[src/rtl/match_controller.sv]
// match_controller: match flow FSM - start, round result hold, scoring, match end, restart.
module match_controller #(
    parameter int WIN_SCORE   = 3,
    parameter int HOLD_FRAMES = 120,
    parameter int SCORE_W     = 4
) (
    input  logic               clk,
    input  logic               rst,
    input  logic               frame_tick,
    input  logic               btn_local,
    input  logic               btn_remote,
    input  logic               winner_valid,
    input  logic [1:0]         winner_code,
    output logic               game_rst,
    output logic               game_run,
    output logic [1:0]         state,
    output logic [1:0]         last_result,
    output logic [SCORE_W-1:0] score1,
    output logic [SCORE_W-1:0] score2,
    output logic [1:0]         match_winner
);
    typedef enum logic [1:0] {IDLE = 2'b00, PLAY = 2'b01, RESULT = 2'b10, OVER = 2'b11} state_t;

    localparam int TW = $clog2(HOLD_FRAMES + 1);
    localparam logic [TW-1:0]      HOLD      = TW'(HOLD_FRAMES);
    localparam logic [SCORE_W-1:0] WIN       = SCORE_W'(WIN_SCORE);
    localparam logic [SCORE_W-1:0] SCORE_MAX = '1;

    state_t             state_q, state_d;
    logic               prev_l_q, prev_l_d, prev_r_q, prev_r_d;
    logic               blk_l_q, blk_l_d, blk_r_q, blk_r_d;
    logic [TW-1:0]      timer_q, timer_d;
    logic [SCORE_W-1:0] score1_q, score1_d, score2_q, score2_d;
    logic [1:0]         last_q, last_d, winner_q, winner_d;
    logic               game_rst_q, game_rst_d, game_run_q, game_run_d;
    logic               start;

    // A button held through reset stays blocked until it is seen released, so it cannot fake an edge.
    assign start = (btn_local & ~prev_l_q & ~blk_l_q) | (btn_remote & ~prev_r_q & ~blk_r_q);

    // State register with asynchronous reset
    always_ff @(posedge clk or posedge rst) begin
        if (rst) begin
            state_q    <= IDLE;
            prev_l_q   <= 1'b0;
            prev_r_q   <= 1'b0;
            blk_l_q    <= 1'b1;
            blk_r_q    <= 1'b1;
            timer_q    <= '0;
            score1_q   <= '0;
            score2_q   <= '0;
            last_q     <= 2'b00;
            winner_q   <= 2'b00;
            game_rst_q <= 1'b0;
            game_run_q <= 1'b0;
        end else begin
            state_q    <= state_d;
            prev_l_q   <= prev_l_d;
            prev_r_q   <= prev_r_d;
            blk_l_q    <= blk_l_d;
            blk_r_q    <= blk_r_d;
            timer_q    <= timer_d;
            score1_q   <= score1_d;
            score2_q   <= score2_d;
            last_q     <= last_d;
            winner_q   <= winner_d;
            game_rst_q <= game_rst_d;
            game_run_q <= game_run_d;
        end
    end

    // Next-state, scoring and registered-output logic
    always_comb begin
        state_d  = state_q;
        timer_d  = timer_q;
        score1_d = score1_q;
        score2_d = score2_q;
        last_d   = last_q;
        winner_d = winner_q;
        prev_l_d = btn_local;
        prev_r_d = btn_remote;
        blk_l_d  = blk_l_q & btn_local;
        blk_r_d  = blk_r_q & btn_remote;
        case (state_q)
            IDLE, OVER: begin
                if (start) begin
                    state_d  = PLAY;
                    score1_d = '0;
                    score2_d = '0;
                    last_d   = 2'b00;
                    winner_d = 2'b00;
                end
            end
            PLAY: begin
                // A verdict landing with game_rst still high belongs to the previous round.
                if (winner_valid && winner_code != 2'b00 && !game_rst_q) begin
                    state_d  = RESULT;
                    last_d   = winner_code;
                    timer_d  = HOLD;
                    score1_d = (winner_code == 2'b01 && score1_q != SCORE_MAX) ? score1_q + SCORE_W'(1) : score1_q;
                    score2_d = (winner_code == 2'b10 && score2_q != SCORE_MAX) ? score2_q + SCORE_W'(1) : score2_q;
                end
            end
            default: begin
                if (frame_tick) begin
                    if (timer_q <= TW'(1)) begin
                        timer_d  = '0;
                        state_d  = (score1_q >= WIN || score2_q >= WIN) ? OVER : PLAY;
                        winner_d = (score1_q >= WIN) ? 2'b01 : (score2_q >= WIN) ? 2'b10 : 2'b00;
                    end else begin
                        timer_d = timer_q - TW'(1);
                    end
                end
            end
        endcase
        game_rst_d = (state_d == PLAY) && (state_q != PLAY);
        game_run_d = (state_d == PLAY);
    end

    assign game_rst     = game_rst_q;
    assign game_run     = game_run_q;
    assign state        = state_q;
    assign last_result  = last_q;
    assign score1       = score1_q;
    assign score2       = score2_q;
    assign match_winner = winner_q;
endmodule

[config.mk]
export PLATFORM = sky130hd
export DESIGN_NAME = match_controller
export DESIGN_NICKNAME = d
export VERILOG_FILES = /design/src/rtl/match_controller.sv
export SDC_FILE = /design/constraint.sdc
export NUM_CORES = 1
export LEC_CHECK = 0
export CORE_UTILIZATION = 28
export CTS_CLUSTER_SIZE = 20
export DETAILED_ROUTE_END_ITERATION = 16
export REMOVE_ABC_BUFFERS = 1
export SLEW_MARGIN = 20
export SYNTH_ARGS = -nofsm -noshare
export SYNTH_HDL_FRONTEND = slang
export SYNTH_SLANG_ARGS = --single-unit
[constraint.sdc]
create_clock -name clk -period 1.7 [get_ports clk]
set_input_delay 0.255 -clock clk [delete_from_list [all_inputs] [get_ports clk]]
set_output_delay 0.255 -clock clk [all_outputs]
set_load 0.03 [all_outputs]
Yosys cells after proc, flatten, opt, wreduce, memory -nomap -nowiden. Index checks and enable logic that the tools add are counted.

Add/subtract/negate cells: 3. Order comparisons: 3. Equal/unequal tests: 12. Multiplexer cells: 25. Bitwise operators: 13. Reduce and logical (&&, ||, !) cells: 19.

Operators with widths (count): 2-to-1 mux 2 bit (11); 2-to-1 mux 7 bit (3); 2-to-1 mux 4 bit (5); one-hot mux 4 bit (2 select lines) (2); one-hot mux 7 bit (2 select lines) (1); one-hot mux 2 bit (2 select lines) (3); AND reduction 4 bit (3); nonzero test 2 bit (5); adder 4 x 1 -> 4 bit, second input constant (2); >= comparator 4 x 2 -> 1 bit, second input constant (2); != test 2 bit, second input constant (4); != test 4 bit, second input constant (2); less-or-equal comparator 7 x 1 -> 1 bit, second input constant (1); subtractor 7 x 1 -> 7 bit, second input constant (1); bitwise AND 1 bit (6); == test 2 x 1 -> 1 bit, second input constant (3); inverter 1 bit (6); AND reduction 3 bit (2); logical AND 1 bit (5); == test 2 bit, second input constant (2); logical NOT 2 bit (1); != test 2 x 1 -> 1 bit, second input constant (1); OR reduction 2 bit (1); logical NOT 1 bit (1); 2 further kinds (2).

Register bits: 27. Bits of input ports: 8. Output and inout bits: 16. Word-level logic and storage cells: 87.

Logic depth before layout (Yosys ltp). Gate-level depths: netlist (run 1).

Depth in word-level cells: 8. Gate-level depth with buffers: 8. Gate-level depth less buffers: 7.

Least setup slack after synthesis (run 1). No wires, ideal clock.

Path kind: reg2reg. Start point: reg state_q[0], in the netlist state[0]. End point: reg score2_q[3], in the netlist score2[3]. Library setup time: 0.077 ns. Data arrival time: 1.957 ns. Required time: 1.623 ns. Slack: -0.334 ns. Cell stages (with the launch flop): 8. Buffers on the path: 0. Clock period less this slack: 2.034 ns. Cell sequence: dfrtp_1 inv_1 ha_1 inv_1 nor3_2 a211o_1 or3_1 a21oi_1.

Word-level cells in the longest chain between the ends: 4. Elaborated cells on any way between the ends: 10. Those cells by class: 5 x eq/ne; 1 x mux; 4 x reduce/logical.

RTL lines: start: declaration (RTL line 29) `state_t state_q, state_d;`; start signal: assignment (RTL line 57) `state_q <= state_d;`; == test 2 bit or logical NOT 2 bit (tied branches) (RTL line 84) `case (state_q)`; OR reduction 2 bit (RTL line 84); != test 2 bit (no source line) or nonzero test 2 bit (tied branches); AND reduction 4 bit (no source line); end signal: assignment (RTL line 64) `score2_q <= score2_d;`; end: declaration (RTL line 33) `logic [SCORE_W-1:0] score1_q, score1_d, score2_q, score2_d;`.

Parallel ways exist; a longest one is shown, timed or not. A chain may end at the register's enable or synchronous reset.

Worst setup path in the final report (run 1).
Start point: reg state_q[0], in the netlist state[0]. End point: reg timer_q[2].

Word-level cells in the longest chain between the ends: 4. Elaborated cells on any way between the ends: 9. Those cells by class: 3 x eq/ne; 1 x mux; 1 x bitwise; 4 x reduce/logical.

RTL lines: == test 2 bit or logical NOT 2 bit (tied branches) (RTL line 84); OR reduction 2 bit (RTL line 84); inverter 1 bit (no source line); AND reduction 3 bit (no source line); end signal: assignment (RTL line 62) `timer_q <= timer_d;`; end: declaration (RTL line 32) `logic [TW-1:0] timer_q, timer_d;`.

Parallel ways exist; a longest one is shown, timed or not.

==> summary.txt, run 1 <==
Status
  – Run status: complete, but fails checks
  – Violated checks: negative setup slack

Clock tree
  – Clock net sink count: 27
  – CTS clock-pin slew for the worst setup and hold paths: 0.11 ns
  – Root Buffer: clkbuf_8
  – Hold_buf cts: 0
  – Max clock buf depth: 2
  – Clock latency at the later pin of the worst-skew pair: 0.29 ns
  – CTS tree: built
  – Total CTS buffers: 3
  – # H-tree levels: 1

Layout
  – Area of the multi-input gates: 965 sq um
  – # nets final: 256
  – Filler cells: 484
  – Sequential Area: 679 sq um
  – Layout cells sized above 1: 0.456
  – Non-filler cells, final: 311
  – P&R area growth vs syn: 66.1%
  – ANT cells: 0
  – Final Util: 0.486

Power and ir drop
  – VDD IR max: 0.719 mV
  – Combinational power share: 0.673
  – Net Switching: 1.73 mW
  – Fraction of power consumed by the clock network: 0.100
  – P_int: 2.32 mW
  – Switching part of the total power: 0.428
  – Sequential share of power: 0.227
  – Leak: 1.16 nW
  – P per Cell Area: 1610 nW/um^2
  – Tot Pwr: 4.05 mW

STA
  – Unrepaired setup endpoints after global routing: true
  – Worst Skew: 0.00808 ns
  – Worst-Margin Slew: 0.359 ns
  – Pins Over Slew Limit: 0
  – Setup ws final: -0.0980 ns
  – Max Freq: 0.556 GHz
  – Max-slew headroom: 0.761
  – Final hold violations: 0
  – Min Tclk post-route: 1.80 ns
  – Final setup vio count: 14
  – Final period util: 1.06

Synth
  – Number of synthesized flops with an enable pin: 0
  – Syn Inst Count: 157
  – Top-area cell type share of the netlist area: 0.413
  – Ys async rst share: 1.00
  – Cell area after synthesis: 1520 sq um
  – Syn_area_per_cell: 9.65 sq um
  – Netlist cell types: 47
  – Most area-hungry cell type in the Yosys netlist: dfrtp_1
  – Post-synthesis sequential area ratio: 0.448
  – Post-synthesis register bit count: 27
  – Ys Warns: 0
  – Main flop type after synthesis: dfrtp_1
  – Cells taking the most area after synthesis: dfrtp_1, o21ai_0, ha_1

Route
  – First-pass DRT Iterations: 4
  – Routed len/inst: 13.7 um
  – Antenna viol nets, final: 0
  – DRT iter0 DRCs: 82
  – DRC viols: 0
  – Final WL: 4260 um
  – Vias: 1546
  – Vias per cell: 4.97

GRT
  – Vias in the first global route: 1558
  – Total GRT Usage: 0.170
  – Initial antenna violation count: 0
  – Largest net degree at the start of global routing: 28
  – First-pass GRT wire length: 7200 um
  – Overflow after GRT: 0

Place
  – Post-DP HPWL: 2970 um
  – Post-placement cell count: 299
  – DP Worst Slack: -0.279 ns
  – GPL Wtd Cong: 0.766
  – Port Buf Inserts: 23

Job
  – Max-cap violations: 0

Floorplanning
  – Die Wd: 75.6 um
  – Chip height: 75.6 um
  – Starting Density: 0.293
  – Die ar.: 5710 sq um
  – Core Rows: 26
  – Io pins: 24
  – Core box area: 5170 sq um

Setup path
  – Worst Path Required: 1.93 ns
  – Setup CP Type: register to register
  – Worst Path Arrival: 2.03 ns
  – Critical path launch point type: register
  – CP Capture Type: register
  – Crit-path max FO: 4

Worst hold path
  – HP Class: input port to async pin
==> layout by cell type (no fill, tap or decap), types with 5 or more instances in the layout <==
master            n
clkdlybuf4s50_1  13
dfrtp_1          24
nor3_1            6
a21oi_1           5
nand2_1          14
buf_4            53
nand3_1           5
buf_6             5
o21ai_2           6
dlygate4sd2_1     6
o21ai_1          10
nor2_1           10
==> Yosys cell counts, drive strengths merged, types with 3 or more instances <==
cell / instances
dfrtp: 25
o21ai: 20
nand2: 15
nor2: 12
nor3: 8
a21oi: 7
inv: 7
ha: 6
or3: 6
nand3: 5
and2: 3
nor3b: 3
nor4: 3
o22a: 3
==> critical path, cell delays in order, from the launching register on <==
cell     delay (ns)
dfrtp_1        0.47
ha_4           0.17
inv_2          0.04
or3_4          0.37
a21o_1         0.17
or3_4          0.39
o21ai_2        0.13
==> worst paths after layout <==
kind | startpoint | to | slack (ns) | depth (start not counted)
worst max-delay path | state[0]$_DFF_PP0_ | timer_q[2]$_DFFE_PP0P_ | -0.1 | 6
worst min-delay path | rst | prev_r_q$_DFF_PP0_ | 0.31 | 3
worst max register to register | state[0]$_DFF_PP0_ | timer_q[2]$_DFFE_PP0P_ | -0.1 | 6
worst min register to register | blk_l_q$_DFF_PP1_ | blk_l_q$_DFF_PP1_ | 0.52 | 1
max in group asynchronous | rst | blk_l_q$_DFF_PP1_ | 1.08 | 3
min in group clk | btn_local | prev_l_q$_DFF_PP0_ | 0.43 | 1
==> cell type report <==
class,instances,share of cell area
clock buffers,3,0.0164
clock inverters,1,0.00298
inverters,7,0.0114
multi-input cells,121,0.383
flip-flops and latches,27,0.270
well taps,70,0.0348
repair buffers,82,0.281
==> stage by stage <==
step | cell area [sq um] | hold WS (ns) | setup TNS (ns)
3_3_place_gp | 2210 | 0.505 | -3.13
2_1_floorplan | 1510 | 0.286 | -6.49
6_report | 2520 | 0.314 | -0.860
3_5_place_dp | 2210 | 0.503 | -3.66
5_1_grt | 2520 | 0.382 | -2.07
4_1_cts | 2400 | 0.325 | -1.14
==> kinds of logic (layout without fill, tap and decap cells) <==
| group | Yosys count | after routing | synth area share |
|---|---|---|---|
| DFF | 27 | 27 | 0.448 |
| adders and majority gates | 6 | 6 | 0.0495 |
| buffers and inverters | 9 | 93 | 0.0231 |
| and+or+nand+nor | 64 | 64 | 0.245 |
| AOI/OAI and AO/OA | 49 | 49 | 0.221 |
| muxes | 2 | 2 | 0.0132 |
==> flip-flops by register name, summed over array words and instances (netlist names) <==
signal / cells
prev_l_q: 1
state: 2
blk_r_q: 1
score2: 4
game_run: 1
score1: 4
match_winner: 2
prev_r_q: 1
game_rst: 1
blk_l_q: 1
timer_q: 7
last_result: 2
==> power groups by stage <==
stage                     logic [mW]  clock network, mW  registers, mW
after detailed placement        2.24                  0          0.922
after floorplan                0.932                  0           1.13
after CTS                       2.55              0.407          0.917
final                           2.73              0.404          0.921
after global placement          2.21                  0          0.920
after global routing            2.96              0.436          0.939
==> timing repair <==
item | 4_1_cts | 5_1_grt
endpoints found under the setup margin | 28 | 26
pin swaps | 6 | 9
cloned | 0 | 0
setup buffers | 7 | 1
gates resized for setup | 34 | 33
==> per-layer routing <==
layer	vias to the layer above	wire length, um	global-route usage
met5	-	0	0
met4	0	73	0.0597
met3	7	126	0.0238
met2	22	2220	0.308
met1	759	1840	0.205
li1	758	-	-
(Power assumes the default switching activity.)
==> run 2: changes to the inputs <==
Settings changed: CORE_ASPECT_RATIO from default to 0.5, CORE_UTILIZATION 28 to 48, PLACE_DENSITY from default to 0.75.
==> summary.txt, run 2 (synthesis results as in run 1) <==
STA
  – Final hold violations: 0 (unchanged)
  – Worst-Margin Slew: 0.399 ns (was 0.359 ns)
  – Unrepaired setup endpoints after global routing: true (unchanged)
  – WHS: 0.324 ns (was 0.314 ns)
  – Final setup vio count: 23 (was 14)
  – Max-slew headroom: 0.733 (was 0.761)
  – Pins Over Slew Limit: 0 (unchanged)
  – Setup ws final: -0.215 ns (was -0.0980 ns)
  – Max Freq: 0.522 GHz (was 0.556 GHz)
  – Setup_tns: -2.51 ns (was -0.860 ns)
  – Min Tclk post-route: 1.91 ns (was 1.80 ns)
  – Final period util: 1.13 (was 1.06)
  – Worst Skew: 0.00209 ns (was 0.00808 ns)

Clock tree
  – Total CTS buffers: 3 (unchanged)
  – # H-tree levels: 1 (unchanged)
  – Clock net sink count: 27 (unchanged)
  – Clock latency at the later pin of the worst-skew pair: 0.28 ns (was 0.29 ns)
  – CTS tree: built (unchanged)
  – Root Buffer: clkbuf_8 (unchanged)
  – Max clock buf depth: 2 (unchanged)
  – CTS clock-pin slew for the worst setup and hold paths: 0.10 ns (was 0.11 ns)
  – Hold_buf cts: 0 (unchanged)

Layout
  – P&R area growth vs syn: 70.9% (was 66.1%)
  – Layout cells sized above 1: 0.494 (was 0.456)
  – Commonest non-fill, non-tap cell in the layout: buf_4 (unchanged)
  – ANT cells: 0 (unchanged)
  – Top reg by flops: timer_q (unchanged)
  – Filler cells: 82 (was 484)
  – # nets final: 256 (unchanged)
  – Final Util: 0.931 (was 0.486)
  – Most frequent cells in the layout: buf_4, dfrtp_1, clkdlybuf4s50_1, o21ai_2 (was buf_4, dfrtp_1, nand2_1, clkdlybuf4s50_1)
  – Largest register FFs: 7 (unchanged)

Route
  – Vias: 1861 (was 1546)
  – Vias per cell: 6.69 (was 4.97)
  – DRT iter0 DRCs: 178 (was 82)
  – Routed len/inst: 23.2 um (was 13.7 um)
  – Antenna viol nets, final: 0 (unchanged)
  – First-pass DRT Iterations: 5 (was 4)
  – Final WL: 6450 um (was 4260 um)
  – DRC viols: 0 (unchanged)

Setup path
  – CP peak stage delay: 0.44 ns (was 0.47 ns)
  – CP Capture Type: register (unchanged)
  – Setup CP Type: register to register (unchanged)
  – Worst Setup SP: state[1]$_DFF_PP0_ (was state[0]$_DFF_PP0_)
  – Reg-to-reg startpoint: state[1]$_DFF_PP0_ (was state[0]$_DFF_PP0_)
  – Slowest CP cell: dfrtp_1 (unchanged)
  – Largest delay share family, worst path: compound AO/OA/AOI/OAI gates (was simple AND/OR/NAND/NOR gates)
  – Crit path cell chain: buf_6 -> ha_4 -> inv_6 -> nor3_4 -> a211o_1 -> or3_1 -> a21oi_2 (was ha_4 -> inv_2 -> or3_4 -> a21o_1 -> or3_4 -> o21ai_2)
  – Critical path launch point type: register (unchanged)
  – Worst Path Required: 1.91 ns (was 1.93 ns)
  – Worst Path Arrival: 2.13 ns (was 2.03 ns)
  – WP buf/inv: 2 (was 1)
  – Crit-path max FO: 4 (unchanged)

GRT
  – First-pass GRT wire length: 7940 um (was 7200 um)
  – Overflow after GRT: 0 (unchanged)
  – Largest net degree at the start of global routing: 28 (unchanged)
  – Total GRT Usage: 0.312 (was 0.170)
  – Vias in the first global route: 1630 (was 1558)
  – Initial antenna violation count: 0 (unchanged)

Power and ir drop
  – P per Cell Area: 1780 nW/um^2 (was 1610 nW/um^2)
  – VDD IR max: 1.06 mV (was 0.719 mV)
  – Leak: 1.22 nW (was 1.16 nW)

Floorplanning
  – Core Rows: 13 (was 26)
  – Starting Density: 0.545 (was 0.293)
  – Core box area: 2780 sq um (was 5170 sq um)
  – Chip height: 41.7 um (was 75.6 um)
  – Die Wd: 81.5 um (was 75.6 um)
  – Die ar.: 3400 sq um (was 5710 sq um)
  – Io pins: 24 (unchanged)

Job
  – Max-cap violations: 0 (unchanged)

Worst hold path
  – HP Class: input port to async pin (unchanged)

Place
  – Post-DP HPWL: 3000 um (was 2970 um)
  – GPL Wtd Cong: 0.836 (was 0.766)
  – Port Buf Inserts: 23 (unchanged)

Status
  – Violated checks: negative setup slack (unchanged)
  – Run status: complete, but fails checks (unchanged)
## run 2: area by class of cell
type / count / area [sq um] / area share
clock buffer: 4 / 45.0 / 0.0174
sequential: 27 / 679 / 0.262
timing repair buffer: 82 / 712 / 0.275
inverter: 7 / 31.3 / 0.0121
multi-input combinational: 121 / 1070 / 0.415
tap: 37 / 46.3 / 0.0179
## run 2: metal layers
| metal | up-vias | track usage | share of wire |
|---|---|---|---|
| met1 | 890 | 0.399 | 0.38 |
| met3 | 54 | 0.0725 | 0.088 |
| met2 | 164 | 0.507 | 0.48 |
| li1 | 753 | - | - |
| met4 | 0 | 0.129 | 0.060 |
| met5 | - | 0 | 0 |
## run 2: what timing repair did
action	in CTS	in global routing
gates resized for setup	36	49
setup buffers	5	8
setup endpoints to repair	25	27
pin swaps	13	26
hold endpoints to repair	0	0
## run 2: final timing paths
path	endpoint	slack [ns]	depth (start not counted)
max	score1[3]$_DFFE_PP0P_	-0.21	7
min	timer_q[4]$_DFFE_PP0P_	0.32	3
max reg2reg	score1[3]$_DFFE_PP0P_	-0.21	7
min reg2reg	blk_l_q$_DFF_PP1_	0.52	1
max in group asynchronous	blk_r_q$_DFF_PP1_	1.07	3
min in group clk	blk_l_q$_DFF_PP1_	0.52	1
## run 2: worst reg2reg max path, stage by stage, from the launching register on
cell	delay [ns]
dfrtp_1	0.44
buf_6	0.15
ha_4	0.27
inv_6	0.09
nor3_4	0.06
a211o_1	0.32
or3_1	0.37
a21oi_2	0.15
## run 2: report_power, final
group	total [mW]	internal [mW]	switching [mW]	leakage [nW]
Sequential	0.940	0.800	0.139	0.332
Combinational	3.29	1.47	1.81	0.867
Clock	0.386	0.169	0.218	0.0228
Total	4.61	2.44	2.17	1.22
## run 2: per-stage QoR
| step | std cells | power, mW | area, sq um | worst slack, ns |
|---|---|---|---|---|
| after CTS | 271 | 3.77 | 2350 | -0.111 |
| after floorplan | 155 | 2.06 | 1510 | -0.704 |
| after global routing | 278 | 4.76 | 2590 | -0.386 |
| final | 278 | 4.61 | 2590 | -0.215 |
| after global placement | 262 | 3.03 | 2140 | -0.228 |
| after detailed placement | 262 | 3.10 | 2140 | -0.296 |
==> run 3: changes to the inputs <==
Settings changed: SLEW_MARGIN 20 to default.
==> results of run 3 <==
Final layout, timing and power as in run 2 (identical DEF).
